$ cat config.mk
export PLATFORM = sky130hd
export DESIGN_NAME = inst_fetch
export DESIGN_NICKNAME = d
export VERILOG_FILES = /design/src/rtl/if_pkg.sv /design/src/rtl/if_hold_buf.sv /design/src/rtl/inst_fetch.sv
export SDC_FILE = /design/constraint.sdc
export NUM_CORES = 1
export LEC_CHECK = 0
export ABC_AREA = 1
export CAP_MARGIN = 10
export CORE_MARGIN = 10
export CORE_UTILIZATION = 45
export DETAILED_ROUTE_END_ITERATION = 16
export PLACE_DENSITY = 0.77
export SLEW_MARGIN = 0
export SYNTH_ARGS = -nofsm -noshare
export SYNTH_HDL_FRONTEND = slang
export SYNTH_HIERARCHICAL = 1
export SYNTH_SLANG_ARGS = --single-unit
$ cat constraint.sdc
create_clock -name clk -period 4.4 [get_ports clk]
set_input_delay 0.66 -clock clk [delete_from_list [all_inputs] [get_ports clk]]
set_output_delay 0.66 -clock clk [all_outputs]
set_load 0.01 [all_outputs]
$ cat src/rtl/if_pkg.sv
// Shared types and defaults for the instruction-fetch front end.
package if_pkg;

    // Fetch sequencing: issue a request, wait for its data, or hold data decode refused.
    typedef enum logic [1:0] {
        REQ  = 2'd0,
        WAIT = 2'd1,
        HOLD = 2'd2
    } fetch_state_e;

    localparam logic [31:0] IF_RESET_PC = 32'hbfc00000;
    localparam logic [31:0] IF_NOP_INST = 32'h00000000;

    // One fetched instruction as handed to decode.
    typedef struct packed {
        logic [31:0] pc;
        logic [31:0] inst;
        logic        adel;
    } fetch_pkt_t;

endpackage

$ cat src/rtl/if_hold_buf.sv
// One-entry holding register that parks a returned instruction while decode stalls.
module if_hold_buf
    import if_pkg::*;
(
    input  logic       clk,
    input  logic       rst,
    input  logic       load,
    input  fetch_pkt_t load_pkt,
    input  logic       drain,
    input  logic       clear,
    output logic       valid,
    output fetch_pkt_t pkt
);

    // Occupancy flag: set on load, dropped on drain, clear or reset.
    // NOTE: sequential state uses non-blocking assignments so every flop samples pre-edge values.
    always_ff @(posedge clk) begin
        if (rst || clear) begin
            valid <= 1'b0;
        end else if (load) begin
            valid <= 1'b1;
        end else if (drain) begin
            valid <= 1'b0;
        end
    end

    // Payload capture.
    // NOTE: payload is left unreset; valid alone says whether it means anything.
    always_ff @(posedge clk) begin
        if (load) begin
            pkt <= load_pkt;
        end
    end

endmodule

$ cat src/rtl/inst_fetch.sv
// Instruction-fetch front end: issues pc_i on the instruction bus (one outstanding
// transaction), delivers {pc, inst} to decode and pulses pc_en_o once per delivery.
// Optional build macro ADDR_CHECK_EN: misaligned PCs are not issued on the bus and are
// delivered as NOP with if_adel_o set; without it if_adel_o stays 0.
module inst_fetch
    import if_pkg::*;
#(
    parameter logic [31:0] RESET_PC = IF_RESET_PC,
    parameter logic [31:0] NOP_INST = IF_NOP_INST
) (
    input  logic        clk,
    input  logic        rst,
    input  logic [31:0] pc_i,
    input  logic        flush_i,
    input  logic        stall_i,
    output logic        pc_en_o,
    output logic        inst_req,
    output logic [31:0] inst_addr,
    input  logic        inst_addr_ok,
    input  logic [31:0] inst_rdata,
    input  logic        inst_data_ok,
    output logic        if_valid_o,
    output logic [31:0] if_pc_o,
    output logic [31:0] if_inst_o,
    output logic        if_adel_o
);

    fetch_state_e state, state_n;
    logic         discard, discard_n;
    logic [31:0]  pc_q;
    logic         pc_q_load;
    logic         deliver;
    logic         misaligned;
    logic         buf_load, buf_drain, buf_clear, buf_valid;
    fetch_pkt_t   dlv_pkt, buf_pkt, wait_pkt, out_q;
    logic         out_valid;

    assign inst_addr = pc_i;
    assign wait_pkt  = '{pc: pc_q, inst: inst_rdata, adel: 1'b0};

`ifdef ADDR_CHECK_EN
    assign misaligned = (pc_i[1:0] != 2'b00);
`else
    assign misaligned = 1'b0;
`endif

    // Next-state, bus request and delivery decisions; flush outranks everything but reset.
    // NOTE: every signal gets a default first so no path through the case leaves a latch.
    always_comb begin
        state_n   = state;
        discard_n = discard;
        deliver   = 1'b0;
        dlv_pkt   = wait_pkt;
        buf_load  = 1'b0;
        buf_drain = 1'b0;
        buf_clear = 1'b0;
        pc_q_load = 1'b0;
        inst_req  = 1'b0;
        case (state)
            REQ: begin
                if (!flush_i) begin
                    if (misaligned) begin
                        dlv_pkt = '{pc: pc_i, inst: NOP_INST, adel: 1'b1};
                        deliver = !stall_i;
                    end else begin
                        inst_req = 1'b1;
                        if (inst_addr_ok) begin
                            pc_q_load = 1'b1;
                            state_n   = WAIT;
                        end
                    end
                end
            end
            WAIT: begin
                if (inst_data_ok) begin
                    if (flush_i || discard) begin
                        discard_n = 1'b0;
                        state_n   = REQ;
                    end else if (!stall_i) begin
                        deliver = 1'b1;
                        state_n = REQ;
                    end else begin
                        buf_load = 1'b1;
                        state_n  = HOLD;
                    end
                end else if (flush_i) begin
                    discard_n = 1'b1;
                end
            end
            HOLD: begin
                if (flush_i || !buf_valid) begin
                    buf_clear = 1'b1;
                    state_n   = REQ;
                end else if (!stall_i) begin
                    dlv_pkt   = buf_pkt;
                    deliver   = 1'b1;
                    buf_drain = 1'b1;
                    state_n   = REQ;
                end
            end
            default: state_n = REQ;
        endcase
        if (rst) begin
            inst_req = 1'b0;
            deliver  = 1'b0;
        end
    end

    assign pc_en_o = deliver & ~flush_i;

    // Fetch state and pending-response discard flag.
    always_ff @(posedge clk) begin
        if (rst) begin
            state   <= REQ;
            discard <= 1'b0;
        end else begin
            state   <= state_n;
            discard <= discard_n;
        end
    end

    // PC of the accepted bus request, paired with its data when it returns.
    always_ff @(posedge clk) begin
        if (pc_q_load) begin
            pc_q <= pc_i;
        end
    end

    // Output register to decode: holds under stall, drops valid when nothing is delivered.
    always_ff @(posedge clk) begin
        if (rst) begin
            out_valid <= 1'b0;
            out_q     <= '{pc: RESET_PC, inst: NOP_INST, adel: 1'b0};
        end else if (flush_i) begin
            out_valid  <= 1'b0;
            out_q.adel <= 1'b0;
        end else if (!stall_i) begin
            if (deliver) begin
                out_valid <= 1'b1;
                out_q     <= dlv_pkt;
            end else begin
                out_valid  <= 1'b0;
                out_q.adel <= 1'b0;
            end
        end
    end

    if_hold_buf u_hold_buf (
        .clk      (clk),
        .rst      (rst),
        .load     (buf_load),
        .load_pkt (wait_pkt),
        .drain    (buf_drain),
        .clear    (buf_clear),
        .valid    (buf_valid),
        .pkt      (buf_pkt)
    );

    assign if_valid_o = out_valid;
    assign if_pc_o    = out_q.pc;
    assign if_inst_o  = out_q.inst;
    assign if_adel_o  = out_q.adel;

`ifndef SYNTHESIS
    // A response may only arrive while a request is outstanding.
    data_ok_only_in_wait: assert property (@(posedge clk) disable iff (rst)
        inst_data_ok |-> (state == WAIT));
`endif

endmodule

==> results.cfg, run 1 <==
[run_status]
status = finished, final reports clean

[synthesis]
yosys-top-cells-area = edfxtp_1 42%, dfxtp_1 20%, nand2_1 15%, nor2_1 6.6%, nand3_1 5.4%
yosysSeqAreaShare = 0.620
syn_nets = 864
syn-instance-count = 791
synth_area_leader_cell = edfxtp_1
synth_seq_cells = 167
yosysUniqueCellTypes = 19
synth_top_area_frac = 0.419
synth_warnings = 6
avgSynthCellArea_um2 = 8.80
synthesis.area_mm2 = 0.00696

[route]
vias = 5227
drcViolationCount = 0
ant_nets = 0
dr.pass1.iters = 4
wl_um = 16800
wire_per_inst_um = 15.1
drt_iter0_markers = 279
viasPerCell = 4.69

[cells_and_area]
fin_nets = 987
antenna_cells = 0
final_cell_mix = 271 x nand2_1, 169 x clkdlybuf4s50_1, 119 x nor2_1
drive_above_1_share = 0.0496
multi_input_area_mm2 = 0.00198
n_fill_cell = 1269
final_common_cell = nand2_1
syn_to_final_growth_pct = 31.7
ff_latch_area_mm2 = 0.00431

[setup_path]
cp.arrival_ns = 2.55
cpPeakStageDelay_ns = 0.58
start_kind = input port
startpoint = rst
crit_type = input port to output port
slowest_stage = clkdlybuf4s50_1
crit_buf_inv = 4
cp-end-kind = output port
cp_max_fo = 18
required_ns = 3.74
worstPathCellList = clkdlybuf4s50_1 > inv_2 > nand2_1 > nor2_1 > nand2_4 > inv_2 > clkdlybuf4s50_1
rr_worst_depth = 12
crit_cells = 7
reg2reg_from = state[1]
critPathTopFamily = buffers and inverters

[die]
die_area_mm2 = 0.0208
die_y_um = 144
core-area_mm2 = 0.0152
start_util = 0.458
io_pins = 170
rows = 45
fp.dieW_um = 144

[pwr]
p_total_mw = 3.45
p_per_area_mw_per_mm2 = 376
p_clk_frac = 0.439
p_switching_mw = 0.709
power.leakage_nw = 4.00
p_int_mw = 2.74
ir_drop_mv = 0.249
p_seq_frac = 0.495
sw_frac_of_total = 0.205
power_frac_comb = 0.066

[clocking]
hold_buffers = 0
clock_sinks = 167
cts-resized-gates = 0
cts_root_buf = clkbuf_16
clk_path_buf_depth = 2
htreeDepth = 4
post-cts-setup-buffer-count = 0
cts.clk_slew.worst_paths_ns = 0.06
numCtsBuffers = 17
cts_tree = built
clk_latency_ns = 0.42

[sta]
worstMarginPinSlew_ns = 1.00
maxSlewHeadroom = 0.332
rsz0062_at_grt = no
skew_ns = 0.00801
fin_crit_sh = 0.729
report.final.hold_viol_count = 0
tns_ns = 0
drv_slew = 0
min_period_ns = 3.21
setup_viol = 0
max_freq_mhz = 312

[placed_design]
port_buffers = 169
place.gp.congestion = 0.757
dp_hpwl_um = 10600

[grt]
grt_max_degree = 74
grt_remaining_overflow = 0
grt_pass1_wl_um = 26600
grt_pass1_vias = 5272
antenna_found_initial = 0
grt.total_usage = 0.164

[worst_hold_path]
min_from = pc_q[0]
min_path_cells = 0
hp-class = register to register

[flow_run]
max_cap_viol_count = 0
-- power by group through the flow --
stage	sequential [mW]	clock [mW]	combinational [mW]
after global placement	1.74	0	0.227
after CTS	1.71	1.54	0.232
after detailed placement	1.74	0	0.230
final	1.71	1.51	0.229
after floorplan	1.74	0	0.109
after global routing	1.71	1.61	0.253
-- routing by layer --
metal,up-vias,GRT usage,share of wire
met5,-,0,0
met2,150,0.266,0.47
li1,2688,-,-
met1,2367,0.193,0.43
met3,22,0.0643,0.085
met4,0,0.0564,0.015
-- area by class of cell --
| cell class | count | area share |
|---|---|---|
| clock buffer | 26 | 0.0568 |
| clock inverter | 6 | 0.00942 |
| inverter | 70 | 0.0287 |
| multi-input combinational | 481 | 0.216 |
| sequential | 167 | 0.471 |
| tap | 188 | 0.0257 |
| timing repair buffer | 177 | 0.193 |
-- sequential cells by signal, indices dropped and copies added (netlist names) --
name              cells
if_valid_o            1
if_adel_o             1
state                 2
u_hold_buf/valid      1
pc_q                 32
if_pc_o              32
discard               1
u_hold_buf/pkt       65
if_inst_o            32
-- synthesized netlist by cell type --
cell      number
a21oi_2        1
nand4_1        1
nand3_1       75
ha_1           3
inv_1         67
a22oi_1        1
buf_2         28
edfxtp_1      97
inv_2          3
nor2_1       122
nand2_1      272
conb_1         1
nand3_2        1
nor3_1         1
a21oi_1        3
buf_1          3
dfxtp_1       70
clkbuf_1       9
buf_4         33
-- cell families (layout without fill, tap and decap cells) --
group                    Yosys count  in the layout  share of synthesized area
AND/OR/NAND/NOR                  472            472                      0.270
flip-flops                       167            167                      0.620
buffers and inverters            143            279                      0.100
AO/OA/AOI/OAI                      5              5                    0.00450
adder cells (fa/ha/maj)            3              3                    0.00540
other                              1              1                   0.000539
-- per-stage QoR --
step,hold WS [ns],cells,instance area (µm²),setup slack [ns],utilization
floorplan,0.427,791,6960,0.272,-
global placement,0.431,1083,8560,1.20,0.563
detailed placement,0.435,1083,8560,1.19,0.563
CTS,0.445,1115,9160,1.18,0.603
global route,0.455,1115,9160,1.06,0.603
finish,0.448,1115,9160,1.19,0.603
-- worst register-to-register path, cell delays in order (launching register included) --
cell	delay [ns]
dfxtp_1	0.36
inv_1	0.08
ha_1	0.22
nand2_1	0.13
inv_1	0.07
nand2_1	0.06
nand2_1	0.08
nand2_4	0.07
buf_4	0.42
buf_4	0.76
nand2_1	0.16
nand2_1	0.11
nor2_1	0.04
-- final timing paths --
path / end / slack, ns
min reg2reg: u_hold_buf/pkt[33] / 0.45
min: u_hold_buf/pkt[33] / 0.45
max: pc_en_o / 1.19
max reg2reg: if_pc_o[19] / 1.73
No activity file was read; power rests on OpenSTA's default activity.
==> run 2, diff against run 1 <==
--- a/config.mk
+++ b/config.mk
@@ -8,9 +8,9 @@
 export ABC_AREA = 1
 export CAP_MARGIN = 10
 export CORE_MARGIN = 10
-export CORE_UTILIZATION = 45
+export CORE_UTILIZATION = 50
 export DETAILED_ROUTE_END_ITERATION = 16
-export PLACE_DENSITY = 0.77
+export PLACE_DENSITY = 0.81
 export SLEW_MARGIN = 0
 export SYNTH_ARGS = -nofsm -noshare
 export SYNTH_HDL_FRONTEND = slang
==> constraint.sdc (replaced) <==
create_clock -name clk -period 3.28 [get_ports clk]
set_input_delay 0.492 -clock clk [delete_from_list [all_inputs] [get_ports clk]]
set_output_delay 0.492 -clock clk [all_outputs]
set_load 0.01 [all_outputs]
==> run 2 against run 1 <==
Critical path depth is the same; core utilization rose by 6.7 points; routed wire length is 0.70% lower; final cell count fell by 0.72%; largest power group unchanged; highest routed layer unchanged.
==> results.cfg, run 2 (same netlist as run 1, synthesis figures left out) <==
[placed_design]
place.gp.congestion = 0.765
port_buffers = 169
placedInstanceArea_mm2 = 0.00856
dp_hpwl_um = 10000

[clocking]
numCtsBuffers = 17
post-cts-setup-buffer-count = 0
clock_sinks = 167
cts_root_buf = clkbuf_16
cts_tree = built
cts-resized-gates = 0
htreeDepth = 4
clk_path_buf_depth = 2
hold_buffers = 0
cts.clk_slew.worst_paths_ns = 0.06
clk_latency_ns = 0.43

[die]
core-area_mm2 = 0.0138
start_util = 0.505
fp.dieW_um = 138
io_pins = 170
die_area_mm2 = 0.0190
rows = 43
die_y_um = 138

[cells_and_area]
final_common_cell = nand2_1
syn_to_final_growth_pct = 32.5
drive_above_1_share = 0.0539
ff_latch_area_mm2 = 0.00431
fin_nets = 987
largest_reg_flops = 65
final_cell_mix = 271 x nand2_1, 169 x clkdlybuf4s50_1, 119 x nor2_1
top_register = u_hold_buf/pkt
multi_input_area_mm2 = 0.00198
fin_area_mm2 = 0.00922
n_fill_cell = 1091
antenna_cells = 0

[grt]
antenna_found_initial = 0
grt_max_degree = 121
grt_pass1_vias = 5213
grt_remaining_overflow = 0
grt_pass1_wl_um = 26600
grt.total_usage = 0.178

[setup_path]
start_kind = register
crit_buf_inv = 3
critPathTopFamily = buffers and inverters
cp-end-kind = output port
slowest_stage = clkdlybuf4s50_1
cp_max_fo = 10
required_ns = 2.79
cp.arrival_ns = 2.22
rr_worst_depth = 8
worstPathCellList = inv_1 > ha_1 > nand2_1 > nor2_1 > nand2_4 > inv_2 > clkdlybuf4s50_1
crit_type = register to output port
crit_cells = 7
cpPeakStageDelay_ns = 0.58

[pwr]
p_total_mw = 4.82
power.leakage_nw = 4.02
p_per_area_mw_per_mm2 = 522
ir_drop_mv = 0.388

[sta]
rsz0062_at_grt = no
fin_crit_sh = 0.827
worstMarginPinSlew_ns = 0.768
setup_viol = 0
tns_ns = 0
report.final.hold_viol_count = 0
drv_slew = 0
max_freq_mhz = 369
min_period_ns = 2.71
whs_ns = 0.450
skew_ns = 0.00884
maxSlewHeadroom = 0.488

[worst_hold_path]
min_path_cells = 0
hp-class = register to register

[route]
ant_nets = 0
drcViolationCount = 0
viasPerCell = 4.81
wire_per_inst_um = 15.1
vias = 5328
dr.pass1.iters = 5
wl_um = 16700
drt_iter0_markers = 456

[flow_run]
max_cap_viol_count = 0

[run_status]
status = finished, final reports clean
## run 2: final cells by class
class | count | share of cell area
Sequential cell | 167 | 0.468
Clock inverter | 14 | 0.0239
Clock buffer | 18 | 0.0476
Inverter | 70 | 0.0285
Multi-Input combinational cell | 481 | 0.215
Timing Repair Buffer | 177 | 0.193
Tap cell | 180 | 0.0244
## run 2: where the power goes
part | switching [mW] | internal (mW) | leakage, nW
sequential | 0.0194 | 2.27 | 1.45
clock | 0.834 | 1.38 | 0.315
combinational | 0.155 | 0.156 | 2.26
total | 1.01 | 3.81 | 4.02
## run 2: path summary, 6_finish.rpt
path              slack [ns]                 end     start
setup / recovery        0.57             pc_en_o  state[1]
hold / removal          0.45  u_hold_buf/pkt[34]   pc_q[1]
setup reg to reg        1.40            state[0]  state[0]
hold reg to reg         0.45  u_hold_buf/pkt[34]   pc_q[1]
## run 2: per-stage QoR
step / utilization / cells / worst slack, ns
CTS: 0.669 / 1107 / 0.546
detailed placement: 0.621 / 1075 / 0.605
finish: 0.669 / 1107 / 0.568
global placement: 0.621 / 1075 / 0.613
floorplan: - / 791 / 0.464
global route: 0.669 / 1107 / 0.427
## run 2: per-layer routing
layer / global-route usage / part of all wire / routed length [µm]
met3: 0.0728 / 0.10 / 1710
met2: 0.273 / 0.47 / 7780
met1: 0.220 / 0.42 / 6950
met4: 0.0655 / 0.013 / 214
met5: 0 / 0 / 0
==> run 3, diff against run 2 <==
==> constraint.sdc (replaced) <==
create_clock -name clk -period 2.6 [get_ports clk]
set_input_delay 0.39 -clock clk [delete_from_list [all_inputs] [get_ports clk]]
set_output_delay 0.39 -clock clk [all_outputs]
set_load 0.01 [all_outputs]
==> run 3 against run 2 <==
Routed wire length increased by 1.3%; global-route usage increased by 0.10 points; power increased by 24%; non-clock buffer count increased by 3; sequential cell count unchanged; clock skew decreased by 0.00090 ns; via count decreased by 0.86%; clock power increased by 21%; worst hold slack about the same.
==> results.cfg, run 3 (same netlist as run 1, synthesis figures left out) <==
[placed_design]
port_buffers = 169
dp_hpwl_um = 10400
place.gp.congestion = 0.785
dpl.cell_count = 1078

[setup_path]
r2r_end = if_inst_o[20]
crit_type = register to output port
worstPathCellList = inv_1 > ha_1 > nand2_1 > nor2_2 > nand2_4 > inv_2 > clkdlybuf4s50_1
cp.arrival_ns = 2.06
slowest_stage = clkdlybuf4s50_1
rr_worst_depth = 11
start_kind = register
cpPeakStageDelay_ns = 0.54
reg2reg_from = state[1]
reg2reg_slack_ns = 0.71
cp-end-kind = output port
required_ns = 2.21
cp_max_fo = 3

[cells_and_area]
top_register = u_hold_buf/pkt
syn_to_final_growth_pct = 32.7
final_cell_mix = 271 x nand2_1, 169 x clkdlybuf4s50_1, 118 x nor2_1
fin_nets = 990
multi_input_area_mm2 = 0.00198
layoutNonFillerInstCount = 1110
n_fill_cell = 1109
final_common_cell = nand2_1
antenna_cells = 0
ff_latch_area_mm2 = 0.00431
largest_reg_flops = 65
drive_above_1_share = 0.0581

[flow_run]
max_cap_viol_count = 0

[sta]
rsz0062_at_grt = no
fin_crit_sh = 0.942
drv_slew = 0
setup_viol = 0
report.final.hold_viol_count = 0
skew_ns = 0.00794
maxSlewHeadroom = 0.485
tns_ns = 0
worstMarginPinSlew_ns = 0.773
max_freq_mhz = 408
min_period_ns = 2.45

[pwr]
p_seq_frac = 0.486
power.leakage_nw = 4.03
p_switching_mw = 1.25
p_per_area_mw_per_mm2 = 645
ir_drop_mv = 0.431
sw_frac_of_total = 0.209
p_int_mw = 4.71
power_frac_comb = 0.066
p_clk_frac = 0.448

[grt]
grt_remaining_overflow = 0
grt_max_degree = 121
grt_pass1_vias = 5226
grt.total_usage = 0.179
grt_pass1_wl_um = 26500
antenna_found_initial = 1

[clocking]
cts_root_buf = clkbuf_16
cts.clk_slew.worst_paths_ns = 0.06
cts_tree = built
htreeDepth = 4
clk_path_buf_depth = 2
numCtsBuffers = 17
clock_sinks = 167
clk_latency_ns = 0.42

[route]
drcViolationCount = 0
dr.pass1.iters = 5
vias = 5282
drt_iter0_markers = 373
wl_um = 16900
ant_nets = 0
viasPerCell = 4.76
wire_per_inst_um = 15.2

[worst_hold_path]
min_from = pc_q[15]
hold_end = u_hold_buf/pkt[48]
min_path_cells = 0
hp-class = register to register

[die]
fp.dieW_um = 138
start_util = 0.505
die_y_um = 138
die_area_mm2 = 0.0190
io_pins = 170
core-area_mm2 = 0.0138
rows = 43

[run_status]
status = finished, final reports clean
[run 3: cell types whose count changed in the layout (fill, tap and decap cells not counted), sizes merged]
cell / previous run / this run
clkinvlp: 3 / 2
bufinv: 5 / 4
inv: 73 / 74
buf: 8 / 11
clkinv: 3 / 4
[run 3: cell type report]
class / instances / area share
clock buffer: 18 / 0.0476
inverter: 70 / 0.0285
timing repair buffer: 180 / 0.196
clock inverter: 14 / 0.0210
multi-input combinational: 481 / 0.215
sequential: 167 / 0.467
tap: 180 / 0.0244
[run 3: worst max-delay path by stage]
stage	startpoint	end	slack, ns	cells past startpoint
6_report	state[1]	pc_en_o	0.15	7
5_1_grt	state[1]	pc_en_o	0.03	9
4_1_cts	state[1]	pc_en_o	0.07	7
3_5_place_dp	flush_i	pc_en_o	0.27	7
3_3_place_gp	flush_i	pc_en_o	0.28	7
2_1_floorplan	state[0]	pc_q[0]	0.20	4
[run 3: what timing repair did]
item	CTS	global route
buffers inserted	0	0
resized for setup	0	1
endpoints found under the setup margin	0	1
hold buffers	0	0
[run 3: critical path, delay by kind of cell, from the launching register on]
family	cells	cell delay, ns
and+or+nand+nor	3	0.32
adders and majority gates	1	0.28
DFF	1	0.36
buffers and inverters	3	0.67
[run 3: per-stage QoR]
stage          power, mW  hold slack, ns  area (µm²)   util  worst slack, ns
6_report            5.95           0.450        9230  0.670            0.150
5_1_grt             6.16           0.450        9230  0.670           0.0288
4_1_cts             6.00           0.448        9230  0.670           0.0728
3_5_place_dp        3.34           0.435        8590  0.624            0.267
3_3_place_gp        3.33           0.429        8590  0.624            0.282
2_1_floorplan       3.13           0.427        6970      -            0.203
[run 3: power groups by stage]
stage	Combinational (mW)	Sequential (mW)	Clock (mW)
2_1_floorplan	0.186	2.95	0
3_3_place_gp	0.390	2.94	0
3_5_place_dp	0.395	2.95	0
4_1_cts	0.399	2.89	2.71
5_1_grt	0.434	2.90	2.83
6_report	0.395	2.89	2.67
[run 3: layer usage]
layer	vias to the layer above	track usage	share of wire
met2	191	0.288	0.48
met5	-	0	0
met4	0	0.0724	0.017
met3	16	0.0830	0.11
met1	2382	0.201	0.40
li1	2693	-	-
